<file path="config.mk">
export PLATFORM = sky130hd
export DESIGN_NAME = hram_arbiter
export DESIGN_NICKNAME = d
export VERILOG_FILES = /design/src/rtl/hram_arbiter.sv
export SDC_FILE = /design/constraint.sdc
export NUM_CORES = 1
export LEC_CHECK = 0
export ABC_AREA = 1
export CORE_MARGIN = 5
export CORE_UTILIZATION = 30
export CTS_BUF_LIST = sky130_fd_sc_hd__clkbuf_4
export DETAILED_ROUTE_END_ITERATION = 8
export PLACE_DENSITY = 0.8
export SLEW_MARGIN = 40
export SYNTH_ARGS = -nofsm -noshare
export SYNTH_HDL_FRONTEND = slang
export SYNTH_SLANG_ARGS = --single-unit
</file>
<file path="constraint.sdc">
create_clock -name clk -period 2.02 [get_ports clk]
set_input_delay 0.404 -clock clk [delete_from_list [all_inputs] [get_ports clk]]
set_output_delay 0.404 -clock clk [all_outputs]
set_load 0.02 [all_outputs]
</file>
<file path="src/rtl/hram_arbiter.sv">
// Two-master front end for a single HyperRAM controller: instruction fetch (m0, read-only)
// and data port (m1, read/write), one transaction in flight, m1 favoured with an anti-starvation guard for m0.
module hram_arbiter #(
    parameter int AW     = 24,
    parameter int DW     = 32,
    parameter int STARVE = 3
) (
    input  logic          clk,
    input  logic          rst,

    input  logic          m0_req,
    input  logic [AW-1:0] m0_addr,
    input  logic [3:0]    m0_len,
    output logic          m0_ack,
    output logic          m0_rvalid,
    output logic [DW-1:0] m0_rdata,
    output logic          m0_done,

    input  logic          m1_req,
    input  logic          m1_we,
    input  logic [AW-1:0] m1_addr,
    input  logic [3:0]    m1_len,
    input  logic [DW-1:0] m1_wdata,
    output logic          m1_ack,
    output logic          m1_wready,
    output logic          m1_rvalid,
    output logic [DW-1:0] m1_rdata,
    output logic          m1_done,

    output logic          c_req,
    output logic          c_we,
    output logic [AW-1:0] c_addr,
    output logic [3:0]    c_len,
    output logic [DW-1:0] c_wdata,
    input  logic          c_gnt,
    input  logic          c_wready,
    input  logic          c_rvalid,
    input  logic [DW-1:0] c_rdata,
    input  logic          c_done,

    output logic          beat_err
);

    localparam int SW = (STARVE < 1) ? 1 : $clog2(STARVE + 1);

    typedef enum logic [1:0] {
        IDLE  = 2'd0,
        GRANT = 2'd1,
        XFER  = 2'd2
    } state_t;

    state_t          state_reg;
    logic            owner_reg;     // 0 = m0, 1 = m1
    logic [AW-1:0]   addr_reg;
    logic [3:0]      len_reg;
    logic            we_reg;
    logic            c_req_reg;
    logic [SW-1:0]   starve_reg;
    logic [4:0]      beat_reg;
    logic            beat_err_reg;

    logic            starved;
    logic            pick_m1;
    logic            beat_now;
    logic [4:0]      beat_total;
    logic [4:0]      beat_want;
    logic            in_grant;
    logic            in_xfer;
    logic            own0_xfer;
    logic            own1_xfer;

    assign starved    = (starve_reg == SW'(STARVE));
    assign pick_m1    = m1_req && !(m0_req && starved);
    assign beat_now   = we_reg ? c_wready : c_rvalid;
    // The c_done cycle may itself carry the final beat, so it is counted too.
    assign beat_total = beat_reg + {4'b0000, beat_now};
    assign beat_want  = {1'b0, len_reg} + 5'd1;
    assign in_grant   = (state_reg == GRANT);
    assign in_xfer    = (state_reg == XFER);
    assign own0_xfer  = in_xfer && !owner_reg;
    assign own1_xfer  = in_xfer && owner_reg;

    always_ff @(posedge clk or negedge rst) begin
        if (!rst) begin
            state_reg    <= IDLE;
            owner_reg    <= 1'b0;
            addr_reg     <= '0;
            len_reg      <= '0;
            we_reg       <= 1'b0;
            c_req_reg    <= 1'b0;
            starve_reg   <= '0;
            beat_reg     <= '0;
            beat_err_reg <= 1'b0;
        end else begin
            case (state_reg)
                IDLE: begin
                    if (m0_req || m1_req) begin
                        owner_reg <= pick_m1;
                        addr_reg  <= pick_m1 ? m1_addr : m0_addr;
                        len_reg   <= pick_m1 ? m1_len : m0_len;
                        we_reg    <= pick_m1 && m1_we;
                        c_req_reg <= 1'b1;
                        state_reg <= GRANT;
                        if (!pick_m1) begin
                            starve_reg <= '0;
                        end else if (m0_req && !starved) begin
                            starve_reg <= starve_reg + SW'(1);
                        end
                    end
                end
                GRANT: begin
                    if (c_gnt) begin
                        c_req_reg <= 1'b0;
                        beat_reg  <= '0;
                        state_reg <= XFER;
                    end
                end
                XFER: begin
                    if (c_done) begin
                        if (beat_total != beat_want) begin
                            beat_err_reg <= 1'b1;
                        end
                        state_reg <= IDLE;
                    end else begin
                        beat_reg <= beat_total;
                    end
                end
                default: begin
                    state_reg <= IDLE;
                    c_req_reg <= 1'b0;
                end
            endcase
        end
    end

    assign c_req    = c_req_reg;
    assign c_we     = we_reg;
    assign c_addr   = addr_reg;
    assign c_len    = len_reg;
    assign c_wdata  = m1_wdata;
    assign beat_err = beat_err_reg;

    // Controller handshakes reach only the current owner, and only in the matching state.
    assign m0_ack    = in_grant && !owner_reg && c_gnt;
    assign m0_rvalid = own0_xfer && c_rvalid;
    assign m0_rdata  = own0_xfer ? c_rdata : '0;
    assign m0_done   = own0_xfer && c_done;

    assign m1_ack    = in_grant && owner_reg && c_gnt;
    assign m1_wready = own1_xfer && we_reg && c_wready;
    assign m1_rvalid = own1_xfer && c_rvalid;
    assign m1_rdata  = own1_xfer ? c_rdata : '0;
    assign m1_done   = own1_xfer && c_done;

endmodule

</file>
==> results of run 1 <==
## power by group through the flow
stage          clock network [mW]  logic, mW  registers (mW)
5_1_grt                     0.613       4.00            1.50
4_1_cts                     0.585       3.30            1.44
2_1_floorplan                   0       1.48            1.80
6_report                    0.557       3.70            1.44
3_5_place_dp                    0       3.43            1.45
3_3_place_gp                    0       3.36            1.43
## logic make-up after synthesis
logic type / Yosys count
simple gates: 195
compound gates: 68
flops: 41
buf+inv: 102
xor+xnor: 2
fa+ha+maj: 4
## cell type report
cell class | instances | area [sq um]
timing repair buffer | 233 | 2200
fill | 863 | 4080
inverter | 52 | 195
multi-input combinational | 269 | 1380
clock inverter | 2 | 38.8
clock buffer | 6 | 45.0
sequential | 41 | 1030
tap | 111 | 139
## worst register-to-register path: stages (launching register included)
cell      delay (ps)
dfrtp_1          460
nand2_1          110
o21ai_1          100
ha_2             250
ha_4             160
nand2_1           80
inv_1            110
nor2_1            80
nand2_1           70
nand2_1           50
inv_1             50
nand3_1           80
o21bai_1         130
nand2_1           70
## stage by stage
stage	TNS [ps]	hold WS [ps]	instances	utilization [%]
finish	0	21.0	714	55.2
global route	-1210	41.9	714	55.2
CTS	0	16.5	706	50.5
detailed placement	-3110	430	698	52.4
global placement	-2730	421	698	52.4
floorplan	0	108	412	-
## layout by cell type, fill, tap and decap left out, types with 2 or more instances in the layout
cell type        instances
a21oi_1                  2
buf_12                   5
buf_2                   20
buf_4                   54
buf_6                   19
clkbuf_16                3
clkbuf_2                 3
clkbuf_4                 6
clkdlybuf4s50_1        126
dfrtp_1                 41
dlygate4sd2_1            2
ha_1                     2
inv_1                   50
inv_2                    2
nand2_1                 63
nand3_1                 17
nand4_1                  4
nor2_1                  74
nor2_2                  19
nor2_4                  15
o21ai_0                 31
o21ai_1                 29
o22ai_1                  4
## per-layer routing
layer	GRT usage, %	up-vias
met2	37.0	224
met4	3.89	0
li1	-	1627
met5	0	-
met3	8.63	17
met1	21.8	1585
## how the worst max path moves through the flow
stage | end | slack [ps] | cells after the start
floorplan | beat_err | 290 | 9
global placement | beat_err | -340 | 14
detailed placement | beat_err | -450 | 12
CTS | m0_rdata[24] | 2 | 6
global route | m0_rdata[18] | -70 | 6
finish | m0_rdata[14] | 2 | 6
## repair_timing
action                                  CTS  global route
pin swaps                                 1             1
buffers inserted                          0             4
cloned                                    0             4
endpoints found under the setup margin   67            58
resized for setup                       247           124
hold endpoints to repair                  0             0
==> impl_metrics.sql, run 1 <==
INSERT INTO impl_metrics (metric_group, metric, value, unit) VALUES
('floorplanning', 'initial_core_util', '30.3', '%'),
('place', 'detailed_place.area', '4780', 'sq um'),
('synthesis', 'synthMostInstantiatedCell', 'nor2_1', ''),
('critical_path', 'critical_path.reg2reg.startpoint', 'c_we', ''),
('layout', 'largest_register_ffs', '24', ''),
('detailed_routing', 'totalWireLength', '12400', 'microns'),
('sta', 'final.min_clock_period', '2020', 'ps'),
('critical_path', 'regToRegSetupSlack', '150', 'ps'),
('sta', 'finalHoldViolCount', '0', ''),
('clock_tree', 'cts.sink_count', '41', ''),
('clock_tree', 'tritoncts.num_buffers', '5', ''),
('synthesis', 'post-synth-top-area-fraction', '37.2', '%'),
('floorplanning', 'die_area', '11200', 'sq um'),
('synthesis', 'asyncSetResetFlopFracSynth', '100', '%'),
('place', 'port-buffer-count', '198', ''),
('global_route', 'number_of_antenna_violations_at_the_first_check_in_global_routing', '0', ''),
('power_and_ir_drop', 'clock_power_share', '9.8', '%'),
('flow_run', 'max_cap_viols', '0', ''),
('synthesis', 'synthesis.area', '2760', 'sq um'),
('status', 'run_status', 'finished clean', ''),
('detailed_routing', 'routedLengthMet1', '4500', 'microns'),
('sta', 'worst_clk_skew', '22.4', 'ps'),
('synthesis', 'yosys_warnings', '0', ''),
('synthesis', 'synth_xor_xnor_area_share', '0.635', '%'),
('sta', 'postLayoutSetupSlackWorst', '1.69', 'ps'),
('clock_tree', 'cts_root_cell', 'clkbuf_4', ''),
('floorplanning', 'dieWidth', '106', 'microns'),
('place', 'placement.setup.worst_slack', '-447', 'ps'),
('place', 'place.detailed.hpwl', '9720', 'microns'),
('synthesis', 'synth-edff-count', '0', ''),
('power_and_ir_drop', 'sw_frac_of_total', '45.5', '%'),
('critical_path', 'timing.critical_path.required', '1620', 'ps'),
('floorplanning', 'die_height', '106', 'microns'),
('global_route', 'grt_remaining_overflow', '0', ''),
('synthesis', 'muxShareOfSynthArea', '0', '%'),
('critical_path', 'worstPathArrival', '1610', 'ps'),
('power_and_ir_drop', 'cellLeakagePower', '2.48', 'nW'),
('global_route', 'first_pass_grt_wire_length', '18100', 'microns'),
('detailed_routing', 'num_vias', '3453', ''),
('layout', 'area.growth.synth_to_final', '82.3', '%'),
('synthesis', 'yosys.area_share.adder', '1.81', '%'),
('detailed_routing', 'dr.pass1.iters', '6', ''),
('synthesis', 'largest_area_contributor_in_the_synthesized_netlist', 'dfrtp_1', ''),
('sta', 'timing_worst_slew_pin_value', '561', 'ps'),
('critical_path', 'cpLargestDelayFamily', 'buffers and inverters', ''),
('floorplanning', 'pin_count', '263', ''),
('power_and_ir_drop', 'power_density', '1130', 'nW/um^2'),
('synthesis', 'postSynth.topFlopCell', 'dfrtp_1', ''),
('synthesis', 'netlist_instances', '412', ''),
('layout', 'num-nets-final', '735', ''),
('power_and_ir_drop', 'share_comb_of_total_power', '64.9', '%'),
('critical_path', 'crit_slowest_cell', 'dfrtp_1', ''),
('power_and_ir_drop', 'fin_total_pwr', '5.70', 'mW'),
('critical_path', 'crit_path_max_fanout', '9', ''),
('synthesis', 'synth_top_family_by_area', 'simple AND/OR/NAND/NOR gates', ''),
('sta', 'timing.max_slew.rel_slack', '62.6', '%'),
('detailed_routing', 'first_iteration_detailed_routing_drc_count', '111', ''),
('critical_path', 'cp_num_buf_inv', '3', ''),
('global_route', 'grt.total_usage', '20.3', '%'),
('clock_tree', 'postCtsHoldBufs', '0', ''),
('critical_path', 'sort_of_element_at_the_start_of_the_critical_path', 'flip-flop', ''),
('global_route', 'first_global_vias', '3509', ''),
('place', 'globalplace.congestion', '0.837', ''),
('power_and_ir_drop', 'share_seq_of_total_power', '25.3', '%'),
('sta', 'rsz0062_at_grt', 'true', ''),
('critical_path', 'end_kind', 'primary output', ''),
('detailed_routing', 'highest_layer', 'met4', ''),
('synthesis', 'synth_simple_gate_area_share', '28.3', '%'),
('synthesis', 'syn-mean-instance-area', '6.69', 'sq um'),
('global_route', 'grt_start_max_net_pins', '35', ''),
('synthesis', 'ys_top_cells_by_area', 'dfrtp_1 (37%), nor2_1 (14%), buf_4 (9.8%)', '');
Note: power is estimated with default switching activity, not from simulation.
==> inputs of run 2 (changes only) <==
Settings changed: RECOVER_POWER from default to 50.
Clock period 2.02 ns to 2.4 ns, I/O delays scaled along.
==> run 2 against run 1 <==
  * First-iteration DRC count is 30% lower
  * Wire length down 10%
  * Count of clock-buffer cells in the layout unchanged
  * Flip-flop and latch count stayed put
  * Total power fell by 24%
  * Critical path depth down 2
==> impl_metrics.sql, run 2 (same netlist as run 1, synthesis figures left out) <==
INSERT INTO impl_metrics (metric_group, metric, value, unit) VALUES
('sta', 'report.final.setup_viol', '0', ''),
('sta', 'tns', '0', 'ps'),
('critical_path', 'end_kind', 'primary output', ''),
('power_and_ir_drop', 'cellLeakagePower', '2.34', 'nW'),
('place', 'globalplace.congestion', '0.824', ''),
('clock_tree', 'cts_root_cell', 'clkbuf_4', ''),
('detailed_routing', 'antenna_left', '0', ''),
('global_route', 'grt_start_max_net_pins', '41', ''),
('sta', 'timing.max_slew.rel_slack', '32.1', '%'),
('power_and_ir_drop', 'peakVddDrop', '443', 'uV'),
('global_route', 'first_pass_grt_wire_length', '16700', 'microns'),
('critical_path', 'sort_of_element_at_the_start_of_the_critical_path', 'input pin', ''),
('floorplanning', 'initial_core_util', '30.3', '%'),
('floorplanning', 'pin_count', '263', ''),
('detailed_routing', 'num_vias', '3244', ''),
('sta', 'crit_share_post_route', '96.9', '%'),
('critical_path', 'timing.rr.end', 'c_addr[13]', ''),
('clock_tree', 'tritoncts.num_buffers', '5', ''),
('sta', 'max_clock_freq', '430', 'MHz'),
('critical_path', 'ff2ff_path_depth', '6', ''),
('detailed_routing', 'first_iteration_detailed_routing_drc_count', '78', ''),
('floorplanning', 'die_height', '106', 'microns'),
('clock_tree', 'clock_insertion_delay_at_the_later_pin_of_the_skew_report', '350', 'ps'),
('detailed_routing', 'dr.pass1.iters', '7', ''),
('sta', 'final.min_clock_period', '2330', 'ps'),
('sta', 'rsz0062_at_grt', 'false', ''),
('sta', 'hold_ws', '405', 'ps'),
('floorplanning', 'std_cell_rows', '35', ''),
('clock_tree', 'cts.sink_count', '41', ''),
('sta', 'timing_worst_slew_pin_value', '1020', 'ps'),
('global_route', 'first_global_vias', '3097', ''),
('layout', 'fillerInstances', '907', ''),
('floorplanning', 'dieWidth', '106', 'microns'),
('critical_path', 'worstPathArrival', '1850', 'ps'),
('detailed_routing', 'remaining_drc_errors', '0', ''),
('hold_path', 'holdCritPathClass', 'input pin to async pin', ''),
('critical_path', 'crit_path_max_fanout', '3', ''),
('global_route', 'number_of_antenna_violations_at_the_first_check_in_global_routing', '0', ''),
('layout', 'area_occupied_by_multi_input_gates', '1200', 'sq um'),
('layout', 'final_common_cell', 'clkdlybuf4s50_1', ''),
('sta', 'worst_clk_skew', '20.8', 'ps'),
('clock_tree', 'htreeDepth', '2', ''),
('floorplanning', 'placeableCoreArea', '9110', 'sq um'),
('critical_path', 'timing.critical_path.required', '1920', 'ps'),
('global_route', 'grt_remaining_overflow', '0', ''),
('layout', 'fraction_of_layout_cells_with_a_size_suffix_above_1', '7.07', '%'),
('critical_path', 'timing.setup.critical_path_class', 'input pin to primary output', ''),
('detailed_routing', 'post_drt_wl_per_cell', '16.1', 'microns'),
('layout', 'largest_register_ffs', '24', ''),
('sta', 'finalHoldViolCount', '0', ''),
('layout', 'area.growth.synth_to_final', '67.3', '%'),
('layout', 'n_antenna_cell', '0', ''),
('power_and_ir_drop', 'power_density', '934', 'nW/um^2'),
('layout', 'seqCellArea', '1030', 'sq um'),
('critical_path', 'critical_path.reg2reg.startpoint', 'state_reg[0]', ''),
('detailed_routing', 'totalWireLength', '11100', 'microns'),
('detailed_routing', 'post_drt_via_cell_ratio', '4.69', ''),
('flow_run', 'max_cap_viols', '0', ''),
('floorplanning', 'die_area', '11200', 'sq um'),
('clock_tree', 'tritoncts_clock_tree', 'built', ''),
('status', 'run_status', 'finished clean', ''),
('layout', 'layout_common_cells', 'clkdlybuf4s50_1 (127), nor2_1 (107), nand2_1 (64)', ''),
('clock_tree', 'path_clk_slew', '130', 'ps'),
('clock_tree', 'cts_buffer_depth', '2', ''),
('sta', 'slew_violations', '0', ''),
('critical_path', 'regToRegSetupSlack', '320', 'ps'),
('place', 'place.detailed.hpwl', '9280', 'microns'),
('place', 'port-buffer-count', '198', ''),
('layout', 'num-nets-final', '712', ''),
('global_route', 'grt.total_usage', '19.0', '%');
[run 2: final cells by class]
type | count | area share, %
flip-flops and latches | 41 | 22.2
well taps | 111 | 3.01
inverters | 52 | 4.23
multi-input cells | 269 | 25.9
clock buffers | 6 | 0.976
clock inverters | 2 | 0.841
repair buffers | 210 | 42.8
[run 2: per-layer routing]
metal | GRT usage (%) | vias to the layer above | routed length, microns
met3 | 8.33 | 6 | 1290
met1 | 21.5 | 1462 | 4190
met2 | 33.6 | 198 | 5590
met5 | 0 | - | 0
met4 | 3.15 | 0 | 57
li1 | - | 1578 | -
[run 2: worst max path at each step]
| stage | to | slack [ps] | startpoint | cells after the start |
|---|---|---|---|---|
| 2_1_floorplan | beat_err | 660 | c_rvalid | 11 |
| 3_3_place_gp | beat_err | -2 | c_rvalid | 14 |
| 3_5_place_dp | beat_err | -60 | c_rvalid | 14 |
| 4_1_cts | m1_rdata[31] | 1 | state_reg[1] | 6 |
| 5_1_grt | m0_ack | 4 | c_gnt | 4 |
| 6_report | m0_ack | 70 | c_gnt | 4 |
[run 2: timing repair]
| action | CTS | global route |
|---|---|---|
| endpoints found under the setup margin | 65 | 48 |
| setup buffers | 0 | 1 |
| hold buffers | 1 | 0 |
| hold endpoints to repair | 1 | 0 |
| gates resized for setup | 67 | 52 |
| pin swaps | 0 | 1 |
[run 2: worst max-delay path, cell delays in order]
cell and delay [ps]:
clkdlybuf4s50_1 510, nand3_1 120, nor2_1 120, clkdlybuf4s50_1 610
[run 2: stage by stage]
stage	cell area [sq um]	util [%]	setup slack, ps	power (mW)	cells
after CTS	4640	51.0	0.988	4.38	690
after floorplan	2760	-	665	2.76	412
after global placement	4630	50.8	-1.97	3.95	681
after global routing	4610	50.7	3.51	4.66	691
after detailed placement	4630	50.8	-62.6	4.00	681
final	4610	50.7	74.4	4.31	691
[run 2: where the power goes]
group | total (mW) | internal [mW] | switching [mW]
sequential | 1.22 | 0.994 | 0.230
combinational | 2.62 | 1.12 | 1.50
clock | 0.464 | 0.233 | 0.231
total | 4.31 | 2.35 | 1.97
==> edit: new RTL, flow settings as in run 1 <==
The parameter `AW` goes from 24 to 36.
--- a/src/rtl/hram_arbiter.sv
+++ b/src/rtl/hram_arbiter.sv
@@ -1,7 +1,7 @@
 // Two-master front end for a single HyperRAM controller: instruction fetch (m0, read-only)
 // and data port (m1, read/write), one transaction in flight, m1 favoured with an anti-starvation guard for m0.
 module hram_arbiter #(
-    parameter int AW     = 24,
+    parameter int AW     = 36,
     parameter int DW     = 32,
     parameter int STARVE = 3
 ) (
Interface: changed (resized c_addr, m0_addr and m1_addr); port bits go from 263 to 299. No check against the original RTL was run, so the function may have changed too.
==> edit against run 1 <==
- wire length increased by 12%
- synthesized area increased by 21%
- worst setup slack improved by 0.028 ns
- non-clock buffer count increased by 35
- largest power group unchanged
- die area increased by 19%
- sequential cell count increased by 12
- global-route usage decreased by 0.72 points
- power increased by 18%
- largest cell class unchanged
- fmax increased by 1.4%
- final area increased by 18%
- critical path depth increased by 1
- critical path type unchanged
- sequential power increased by 32%
- combinational power increased by 17%
- via count increased by 14%
==> edit: results (changes against run 1) <==
top post-synthesis cells by area dfrtp_1, nor2_1, nand2_1; hpwl dp 10800 um (+11%); post-cts sizing count 261 (+5.7%); Max VDD drop 0.709 mV (+15%); Worst R2R Start state_reg[0]; # hold bufs at CTS 1 (+1); FILL cells 980 (+14%); sequential share of power 0.283 (+0.030); synthesized cell area 3330 sq um (+21%); Worst Setup EP m1_rdata[20]; Plain + repair buffers 268 (+15%); list of most frequent post-synthesis cells nor2_1, nand2_1, dfrtp_1; post-synthesis sequential area ratio 0.399 (+0.0267); first-pass GRT wire length 20400 um (+13%); NonClk Buf Share 0.438 (about the same); share of layout cells above drive strength 1 0.226 (-0.0311); hold crit path type flip-flop to flip-flop; Inverters excl. clock 54 (+3.8%); max FFs per register 36 (+50%); Power Dens Cells 1130 nW/um^2 (about the same); status complete, no violations; largest net degree at the start of global routing 54 (+54%); Cell variety after synth 25 (+14%); Buffers on Ports 234 (+18%); global-route met3 utilization 0.0895 (+0.00313); M1 WL 4660 um (+3.5%); Peak Freq 503 MHz (+1.4%); max incr delay on CP 0.39 ns (-0.04 ns); maximum fanout along the worst path 5 (-4); gpl congestion 0.817 (-2.5%); multi-input logic area 1570 sq um (+13%); via count 3946 (+14%); r2r worst-path depth 8 (-5); Placed Area 5710 sq um (+19%); power share of the clock group 0.076 (-0.022); R2R setup slack 0.18 ns (+0.03 ns); post-synth net total 631 (+16%); GR Util met1 0.201 (-0.0176); Placed Instances 821 (+18%); Final Util 0.548 (-0.00391); Iteration-0 DRC Markers 123 (+11%); met2 Use GR 0.353 (-0.0172); Worst slew margin 0.739 (+0.113); post-CTS setup buffer count 2 (+2); routed len/inst 16.7 um (-3.8%); DR pass1 iterations 4 (-2); clock-pin slew on the worst setup and hold paths 0.16 ns (+0.02 ns); Final nets 851 (+16%); sequential share of cell area 0.224 (+0.0198)
==> edit: cell count changes after synthesis, sizes merged <==
cell and delta:
o21ai +23, buf +2, dfrtp +12, nor2 +13, a21oi +1, o21bai -1, inv +2, nand2 +8
nand4 +1, nor3 +1, nand3 -3, clkbuf +3
==> edit: kinds of logic (layout without fill, tap and decap cells) <==
kind of cell / after synthesis / after routing / share of synthesized area
xor+xnor: 2 / 2 / 0.00527
compound gates: 91 / 91 / 0.142
fa+ha+maj: 4 / 4 / 0.0150
flops: 53 / 53 / 0.399
buf+inv: 109 / 330 / 0.175
simple gates: 215 / 215 / 0.264
==> edit: worst min path at each step <==
stage / to / slack, ns / cells after the start
floorplan: beat_err / 0.11 / 0
global placement: c_addr[10] / 0.43 / 2
detailed placement: c_addr[12] / 0.42 / 2
CTS: c_addr[7] / 0.49 / 3
global route: c_addr[12] / 0.50 / 3
finish: c_addr[7] / 0.51 / 2
